--- src/rtl/fbuf_bank_manager.sv ---
// Triple/double-buffer bank arbiter between a camera write path and a display read path.
// Hands out SDRAM frame banks so the writer never overwrites the bank being read.
module fbuf_bank_manager #(
  parameter int NUM_BANKS   = 3,
  parameter int ADDR_W      = 20,
  parameter int FRAME_WORDS = 130560,
  parameter int LOAD_CYC    = 4
) (
  input  logic              clk,
  input  logic              rst_n,
  input  logic              init_done,
  input  logic              frame_valid,
  input  logic              frame_write_done,
  input  logic              frame_read_done,
  output logic [1:0]        wr_bank,
  output logic [1:0]        rd_bank,
  output logic              wr_load,
  output logic              rd_load,
  output logic [ADDR_W+1:0] wr_addr,
  output logic [ADDR_W+1:0] wr_max_addr,
  output logic [ADDR_W+1:0] rd_addr,
  output logic [ADDR_W+1:0] rd_max_addr,
  output logic              frame_dropped,
  output logic              frame_repeated,
  output logic              frame_aborted,
  output logic [15:0]       drop_cnt,
  output logic [15:0]       repeat_cnt
);

  typedef enum logic [1:0] {W_INIT, W_IDLE, W_LOAD, W_ACTIVE} wrState_e;
  typedef enum logic [1:0] {R_INIT, R_RUN, R_LOAD} rdState_e;

  localparam logic [3:0]        LOAD_LAST = 4'(LOAD_CYC - 1);
  localparam logic [ADDR_W-1:0] FRAME_LIM = ADDR_W'(FRAME_WORDS);

  logic [1:0]  rstSync_q;
  logic        rstInt_n;
  logic [2:0]  fvSync_q;
  logic        frameStart;

  wrState_e    wrState_q, wrState_d;
  rdState_e    rdState_q, rdState_d;
  logic [3:0]  wrCnt_q, wrCnt_d;
  logic [3:0]  rdCnt_q, rdCnt_d;
  logic [1:0]  wrBank_q, wrBank_d;
  logic [1:0]  rdBank_q, rdBank_d;
  logic [1:0]  readyBank_q, readyBank_d;
  logic        readyValid_q, readyValid_d;
  logic        dropped_q, dropped_d;
  logic        repeated_q, repeated_d;
  logic        aborted_q, aborted_d;
  logic [15:0] dropCnt_q, dropCnt_d;
  logic [15:0] repeatCnt_q, repeatCnt_d;
  logic        freeFound;
  logic [1:0]  freeBank;

  // Reset asserts immediately but releases only on a clock edge.
  always_ff @(posedge clk or negedge rst_n) begin
    if (!rst_n) rstSync_q <= 2'b00;
    else        rstSync_q <= {rstSync_q[0], 1'b1};
  end

  assign rstInt_n   = rstSync_q[1];
  assign frameStart = fvSync_q[1] & ~fvSync_q[2];

  always_ff @(posedge clk or negedge rstInt_n) begin
    if (!rstInt_n) begin
      fvSync_q     <= 3'b000;
      wrState_q    <= W_INIT;
      rdState_q    <= R_INIT;
      wrCnt_q      <= 4'd0;
      rdCnt_q      <= 4'd0;
      wrBank_q     <= 2'd0;
      rdBank_q     <= 2'd1;
      readyBank_q  <= 2'd0;
      readyValid_q <= 1'b0;
      dropped_q    <= 1'b0;
      repeated_q   <= 1'b0;
      aborted_q    <= 1'b0;
      dropCnt_q    <= 16'd0;
      repeatCnt_q  <= 16'd0;
    end else begin
      fvSync_q     <= {fvSync_q[1:0], frame_valid};
      wrState_q    <= wrState_d;
      rdState_q    <= rdState_d;
      wrCnt_q      <= wrCnt_d;
      rdCnt_q      <= rdCnt_d;
      wrBank_q     <= wrBank_d;
      rdBank_q     <= rdBank_d;
      readyBank_q  <= readyBank_d;
      readyValid_q <= readyValid_d;
      dropped_q    <= dropped_d;
      repeated_q   <= repeated_d;
      aborted_q    <= aborted_d;
      dropCnt_q    <= dropCnt_d;
      repeatCnt_q  <= repeatCnt_d;
    end
  end

  // Lowest bank not being displayed and not holding an unconsumed frame.
  always_comb begin
    freeFound = 1'b0;
    freeBank  = 2'd0;
    for (int i = NUM_BANKS - 1; i >= 0; i--) begin
      if ((2'(i) != rdBank_q) && !(readyValid_q && (2'(i) == readyBank_q))) begin
        freeFound = 1'b1;
        freeBank  = 2'(i);
      end
    end
  end

  always_comb begin
    wrState_d    = wrState_q;
    rdState_d    = rdState_q;
    wrCnt_d      = wrCnt_q;
    rdCnt_d      = rdCnt_q;
    wrBank_d     = wrBank_q;
    rdBank_d     = rdBank_q;
    readyBank_d  = readyBank_q;
    readyValid_d = readyValid_q;
    dropped_d    = 1'b0;
    repeated_d   = 1'b0;
    aborted_d    = 1'b0;
    dropCnt_d    = dropCnt_q;
    repeatCnt_d  = repeatCnt_q;

    case (wrState_q)
      W_INIT: if (init_done) wrState_d = W_IDLE;
      W_IDLE: begin
        if (frameStart) begin
          if (freeFound) begin
            wrBank_d  = freeBank;
            wrCnt_d   = LOAD_LAST;
            wrState_d = W_LOAD;
          end else begin
            dropped_d = 1'b1;
            dropCnt_d = dropCnt_q + 16'd1;
          end
        end
      end
      W_LOAD: begin
        if (frameStart) begin
          aborted_d = 1'b1;
          wrCnt_d   = LOAD_LAST;
        end else if (wrCnt_q == 4'd0) begin
          wrState_d = W_ACTIVE;
        end else begin
          wrCnt_d = wrCnt_q - 4'd1;
        end
      end
      W_ACTIVE: begin
        if (frameStart) begin
          aborted_d = 1'b1;
          wrCnt_d   = LOAD_LAST;
          wrState_d = W_LOAD;
        end else if (frame_write_done) begin
          readyBank_d  = wrBank_q;
          readyValid_d = 1'b1;
          wrState_d    = W_IDLE;
          if (readyValid_q) begin
            dropped_d = 1'b1;
            dropCnt_d = dropCnt_q + 16'd1;
          end
        end
      end
      default: wrState_d = W_INIT;
    endcase

    // Reader sees the writer's update from this same clock.
    case (rdState_q)
      R_INIT: begin
        if (init_done) begin
          rdCnt_d   = LOAD_LAST;
          rdState_d = R_LOAD;
        end
      end
      R_RUN: begin
        if (frame_read_done) begin
          if (readyValid_d) begin
            rdBank_d     = readyBank_d;
            readyValid_d = 1'b0;
          end else begin
            repeated_d  = 1'b1;
            repeatCnt_d = repeatCnt_q + 16'd1;
          end
          rdCnt_d   = LOAD_LAST;
          rdState_d = R_LOAD;
        end
      end
      R_LOAD: begin
        if (rdCnt_q == 4'd0) rdState_d = R_RUN;
        else                 rdCnt_d   = rdCnt_q - 4'd1;
      end
      default: rdState_d = R_INIT;
    endcase

    if (!init_done) begin
      wrState_d    = W_INIT;
      rdState_d    = R_INIT;
      readyValid_d = 1'b0;
      wrBank_d     = wrBank_q;
      rdBank_d     = rdBank_q;
      readyBank_d  = readyBank_q;
      dropped_d    = 1'b0;
      repeated_d   = 1'b0;
      aborted_d    = 1'b0;
      dropCnt_d    = dropCnt_q;
      repeatCnt_d  = repeatCnt_q;
    end
  end

  assign wr_bank        = wrBank_q;
  assign rd_bank        = rdBank_q;
  assign wr_load        = (wrState_q == W_LOAD);
  assign rd_load        = (rdState_q == R_LOAD);
  assign wr_addr        = {wrBank_q, {ADDR_W{1'b0}}};
  assign wr_max_addr    = {wrBank_q, FRAME_LIM};
  assign rd_addr        = {rdBank_q, {ADDR_W{1'b0}}};
  assign rd_max_addr    = {rdBank_q, FRAME_LIM};
  assign frame_dropped  = dropped_q;
  assign frame_repeated = repeated_q;
  assign frame_aborted  = aborted_q;
  assign drop_cnt       = dropCnt_q;
  assign repeat_cnt     = repeatCnt_q;

endmodule
--- config.mk ---
export PLATFORM = sky130hd
export DESIGN_NAME = fbuf_bank_manager
export DESIGN_NICKNAME = d
export VERILOG_FILES = /design/src/rtl/fbuf_bank_manager.sv
export SDC_FILE = /design/constraint.sdc
export NUM_CORES = 1
export LEC_CHECK = 0
export ABC_AREA = 1
export CELL_PAD_IN_SITES_DETAIL_PLACEMENT = 0
export CELL_PAD_IN_SITES_GLOBAL_PLACEMENT = 1
export CORE_ASPECT_RATIO = 0.9
export CORE_MARGIN = 1.5
export CORE_UTILIZATION = 28
export CTS_BUF_LIST = sky130_fd_sc_hd__clkbuf_4 sky130_fd_sc_hd__clkbuf_8
export CTS_CLUSTER_SIZE = 10
export DETAILED_ROUTE_END_ITERATION = 7
export PLACE_DENSITY_LB_ADDON = 0.1
export SLEW_MARGIN = 15
export SYNTH_ARGS = -nofsm -noshare
export SYNTH_HDL_FRONTEND = slang
export SYNTH_SLANG_ARGS = --single-unit
--- constraint.sdc ---
create_clock -name clk -period 2.1 [get_ports clk]
set_input_delay 0.42 -clock clk [delete_from_list [all_inputs] [get_ports clk]]
set_output_delay 0.42 -clock clk [all_outputs]
set_load 0.02 [all_outputs]
==> results of run 1 <==
[cell type report]
class                      instances  area, um2  area share (%)
multi-input combinational        377       1789           40.34
clock buffer                      13      153.9           3.470
sequential                        59       1479           33.34
tap                              168      210.2           4.739
inverter                          47      176.4           3.977
timing repair buffer              62      611.8           13.79
clock inverter                     3      15.01          0.3385
[synth_stat cells, drive strengths merged]
| master | number |
|---|---|
| dfrtp | 58 |
| buf | 93 |
| nand4 | 14 |
| dfstp | 1 |
| o31ai | 1 |
| o21ai | 35 |
| inv | 47 |
| xnor2 | 4 |
| ha | 5 |
| nand3 | 25 |
| nand3b | 2 |
| nor3 | 5 |
| nor2 | 49 |
| a21oi | 1 |
| nand2 | 139 |
| xor2 | 15 |
| clkbuf | 1 |
| and3 | 1 |
| conb | 2 |
[registers in the layout (all words and copies together), names as in the netlist]
signal	cells
wrCnt_q	4
rstSync_q	2
rdCnt_q	4
rd_bank	2
fvSync_q	3
frame_repeated	1
rdState_q	2
wrState_q	2
readyValid_q	1
wr_bank	2
frame_aborted	1
frame_dropped	1
repeat_cnt	16
readyBank_q	2
drop_cnt	16
[worst max-delay path by stage]
stage / from / end / slack (ps) / cells after the start
after floorplan: rstSync_q[1]$_DFF_PN0_ / drop_cnt[0]$_DFFE_PN0P_ / 340 / 0
after global placement: init_done / drop_cnt[10]$_DFFE_PN0P_ / 120 / 6
after detailed placement: init_done / drop_cnt[10]$_DFFE_PN0P_ / 80 / 6
after CTS: rdState_q[1]$_DFFE_PN0P_ / rd_load / 110 / 3
after global routing: rdState_q[1]$_DFFE_PN0P_ / rd_load / 70 / 3
final: rdState_q[1]$_DFFE_PN0P_ / rd_load / 140 / 3
[critical path, delay by kind of cell, from the launching register on]
family,cells,cell delay [ps]
DFF,1,370
and+or+nand+nor,1,120
buffers and inverters,2,700
[what timing repair did]
item                       4_1_cts  5_1_grt
resized for setup                1        0
setup endpoints to repair        1        0
hold buffers                     0        0
[power by group through the flow]
stage	Sequential, mW	Clock, mW	Combinational, mW
after floorplan	1.77	0	1.19
after global placement	1.70	0	1.72
after detailed placement	1.69	0	1.73
after CTS	1.68	0.973	1.74
after global routing	1.72	1.02	1.93
final	1.67	0.923	1.73
[cell families (layout without fill, tap and decap cells)]
family	count (synthesis)	after routing	synth area share, %
fa+ha+maj	5	5	1.621
xor+xnor	19	19	4.313
other cells	2	81	0.1946
compound gates	37	37	5.545
buf+inv	141	125	23.02
simple gates	235	235	27.01
flops	59	59	38.29
[cell usage in the layout (no fill, tap or decap)]
| master | n |
|---|---|
| dfrtp_1 | 57 |
| o21ai_2 | 7 |
| conb_1 | 81 |
| nand2_1 | 134 |
| xnor2_1 | 4 |
| nand3b_1 | 2 |
| xor2_1 | 15 |
| o21ai_0 | 27 |
| nor2_1 | 43 |
| buf_12 | 1 |
| buf_4 | 7 |
| nand4_1 | 14 |
| dlygate4sd2_1 | 1 |
| nor2_4 | 2 |
| nand3_2 | 1 |
| nor3_2 | 1 |
| inv_1 | 44 |
| dfstp_2 | 1 |
| clkbuf_8 | 9 |
| clkinv_2 | 3 |
| a21oi_1 | 1 |
| and3_1 | 1 |
| dfrtp_2 | 1 |
| inv_2 | 3 |
| clkdlybuf4s50_1 | 53 |
| nand2_4 | 1 |
| nor2_8 | 1 |
| clkbuf_4 | 4 |
| o31ai_1 | 1 |
| nand2_2 | 4 |
| nor3_1 | 3 |
| ha_1 | 5 |
| nand3_1 | 24 |
| nor2_2 | 3 |
| nor3_4 | 1 |
| o21ai_1 | 1 |
[layer usage]
metal	wire [um]	global-route usage [%]	up-vias
met5	0	0	-
met3	400	3.364	10
met4	130	4.318	0
met1	4181	16.75	1328
met2	3475	18.11	84
li1	-	-	1512
==> out/qor.yml, run 1 <==
setup_viol: 0
wire_per_inst_um: 11.23
grt_pass1_vias: 2703
intPower_mw: 2.537
power_density_mw_per_mm2: 973.4
netlist.area_leader.share_pct: 37.61
cp_data_required_time_ps: 1680
worstSetupEndpointType: "output port"
critPathLaunchType: "register"
r2r_end: "repeat_cnt[8]$_DFFE_PN0P_"
hpwl_mm: 6.001
clockRootBuffer: "clkbuf_8"
fillCellCount: 1445
finalCriticalPeriod_ps: 1956
first_pass_iters: 4
arrival_ps: 1540
grtUsageTotal_pct: 12.10
power.share.clock_pct: 21.4
maxCapViolCount: 0
die-area_mm2: 0.01450
area_delta_synth_final_pct: 14.95
critPathMaxStageDelay_ps: 620
pre_cts_ws_ps: 81.13
p_sw_share_pct: 41.23
r2r_setup_slack_ps: 480
antenna_found_initial: 0
chipHeight_um: 114.4
synthTopCellsByArea: "dfrtp_1 38%, buf_4 17%, nand2_1 13%"
post-cts-setup-buffer-count: 0
status: "finished, final reports clean"
drc: 0
fp.coreArea_mm2: 0.01341
critPathMaxFanout: 3
cts_sinks: 59
routed_wl_mm: 8.188
synthCells: 498
cp_slowest_cell: "clkdlybuf4s50_1"
final_cells: 729
ant_nets: 0
p_leak_nw: 2.161
ios: 135
placement.cell_area_mm2: 0.004268
final.period_utilization_pct: 93.15
dpl.cell_count: 713
synth_top_area_cell: "dfrtp_1"
synth.ff_latch_count: 59
holdWs_ps: 221.9
switchingPower_mw: 1.780
synth_cell_types: 32
h-tree-depth: 3
crit_type: "register to output port"
final_area_mm2: 0.004436
clock_latency_ps: 350
reg2regPathDepth: 7
syn_area_mm2: 0.003859
gp_congestion: 0.7430
start_util_pct: 28.77
clock_skew_ps: 8.048
power_mw: 4.318
post-route-util_pct: 33.07
clk_pin_slew_ps: 70
via_per_inst: 4.025
rows: 40
r2r-start: "repeat_cnt[0]$_DFFE_PN0P_"
hold_viol: 0
cts_inserted_buffers: 9
fmax_mhz: 511.2
finalNetCount: 567
drv_slew: 0
avgSynthCellArea_um2: 7.748
die_w_um: 126.7
rsz0062_at_grt: "false"
ir_drop_mv: 0.3895
grt-ovfl-total: 0
drive_gt1_share_pct: 8.913
vias: 2934
cts_buffer_depth: 2
port_buffers: 54
hold_path.class: "register to asynchronous set/reset pin"
antenna_cells: 0
seq_power_share_pct: 38.6
cp_cell_sequence: "inv_1, nor2_2, clkdlybuf4s50_1"
finalSetupTns_ps: 0
yosys_warnings: 0
grt_pass1_wl_mm: 13.77
ys_seq_area_share_pct: 38.29
drtIter0Drc: 121
grt_max_degree: 41
comb_power_share_pct: 40.0
cts_tree: "yes"
finalWorstSetupSlack_ps: 143.8
No activity file was read; power rests on OpenSTA's default activity.
==> run 2, diff against run 1 <==
--- a/config.mk
+++ b/config.mk
@@ -12,9 +12,10 @@
 export CORE_MARGIN = 1.5
 export CORE_UTILIZATION = 28
 export CTS_BUF_LIST = sky130_fd_sc_hd__clkbuf_4 sky130_fd_sc_hd__clkbuf_8
+export CTS_CLUSTER_DIAMETER = 100
 export CTS_CLUSTER_SIZE = 10
 export DETAILED_ROUTE_END_ITERATION = 7
-export PLACE_DENSITY_LB_ADDON = 0.1
+export PLACE_DENSITY = 0.67
 export SLEW_MARGIN = 15
 export SYNTH_ARGS = -nofsm -noshare
 export SYNTH_HDL_FRONTEND = slang
==> out/qor.yml, run 2 (synthesis results as in run 1) <==
fp.coreArea_mm2: 0.01341
cp_cell_sequence: "clkdlybuf4s50_1"
h-tree-depth: 3
drv_slew: 0
hold_path.class: "register to asynchronous set/reset pin"
cts_buffer_depth: 2
r2r_end: "drop_cnt[12]$_DFFE_PN0P_"
start_util_pct: 28.77
grt_pass1_wl_mm: 12.93
drtIter0Drc: 159
finalSetupTns_ps: 0
setup_viol: 0
path_depth: 1
maxCapViolCount: 0
antenna_cells: 0
final_common_cell: "nand2_1"
post-cts-setup-buffer-count: 0
postCtsHoldBufs: 0
drc: 0
grtUsageTotal_pct: 11.25
hpwl_mm: 5.864
first_pass_iters: 4
critPathLaunchType: "register"
grt_max_degree: 24
drive_gt1_share_pct: 8.423
r2r_setup_slack_ps: 480
power_density_mw_per_mm2: 964.9
crit_path_end: "rd_max_addr[20]"
fmax_mhz: 515.9
crit_type: "register to output port"
ant_nets: 0
rows: 40
clock_latency_ps: 330
reg2regPathDepth: 8
arrival_ps: 1520
r2r-start: "drop_cnt[0]$_DFFE_PN0P_"
antenna_found_initial: 0
routed_wl_mm: 7.734
critPathMaxFanout: 6
via_per_inst: 4.008
die-area_mm2: 0.01450
final_cell_mix: "134 x nand2_1, 81 x conb_1, 57 x dfrtp_1, 52 x clkdlybuf4s50_1, 44 x inv_1"
clk_pin_slew_ps: 70
rsz0062_at_grt: "false"
critPathMaxStageDelay_ps: 620
grt_pass1_vias: 2692
finalCriticalPeriod_ps: 1939
gp_congestion: 0.7945
cts_inserted_buffers: 9
wire_per_inst_um: 10.65
chipHeight_um: 114.4
cts_resized: 2
area_delta_synth_final_pct: 14.66
vias: 2910
worstSetupEndpointType: "output port"
finalNetCount: 564
p_leak_nw: 2.148
crit_start: "rd_bank[0]$_DFFE_PN1P_"
cts_tree: "yes"
cp_top_family: "buffers and inverters"
ios: 135
hold_viol: 0
final.period_utilization_pct: 92.31
ir_drop_mv: 0.4303
clock_skew_ps: 14.07
holdWs_ps: 217.5
port_buffers: 54
worst-path-buf-inv: 1
clockRootBuffer: "clkbuf_8"
cts_sinks: 59
cp_slowest_cell: "clkdlybuf4s50_1"
die_w_um: 126.7
status: "finished, final reports clean"
grt-ovfl-total: 0
fillCellCount: 1461
cp_data_required_time_ps: 1680
==> run 2: metrics by stage <==
stage	utilization [%]	instance area, um2	power (mW)	worst slack (ps)	instances
4_1_cts	32.99	4424	4.341	131.9	726
2_1_floorplan	-	4155	2.959	337.5	577
3_3_place_gp	31.74	4258	3.386	112.4	710
3_5_place_dp	31.74	4258	3.406	82.49	710
5_1_grt	32.99	4424	4.632	88.26	726
6_report	32.99	4424	4.269	161.5	726
==> run 2: area by class of cell <==
type                    count  area [um2]  area share, %
repair buffers             59       600.6          13.57
multi-input cells         377        1789          40.44
well taps                 168       210.2          4.751
clock buffers              13       153.9          3.479
flip-flops and latches     59        1479          33.43
inverters                  47       176.4          3.988
clock inverters             3       15.01         0.3394
==> run 2: per-layer routing <==
layer  vias up  wire [um]  global-route usage [%]
met1      1324       3719                   14.85
met5         -          0                       0
met2        71       3608                   17.92
met4         0        113                   4.470
met3        11        292                   2.617
li1       1504          -                       -
==> run 2: how the worst min path moves through the flow <==
stage | start | endpoint | slack [ps]
after floorplan | rst_n | rstSync_q[0]$_DFF_PN0_ | 120
after global placement | rstSync_q[1]$_DFF_PN0_ | repeat_cnt[4]$_DFFE_PN0P_ | 250
after detailed placement | rstSync_q[1]$_DFF_PN0_ | frame_dropped$_DFF_PN0_ | 250
after CTS | rst_n | rstSync_q[0]$_DFF_PN0_ | 230
after global routing | rst_n | rstSync_q[0]$_DFF_PN0_ | 240
final | rstSync_q[1]$_DFF_PN0_ | frame_dropped$_DFF_PN0_ | 220
==> run 2: worst register-to-register path: stages (launching register included) <==
cell and delay (ps):
dfrtp_1 420, ha_1 200, nand3_1 100, nor2_1 280, nand3_1 190, nor2_1 170
nand2_1 70, nand2_1 50, nand2_1 50
==> run 2: power by group <==
| group | switching (mW) | internal [mW] |
|---|---|---|
| logic | 1.04 | 0.653 |
| clock network | 0.431 | 0.476 |
| registers | 0.277 | 1.39 |
| total | 1.75 | 2.52 |
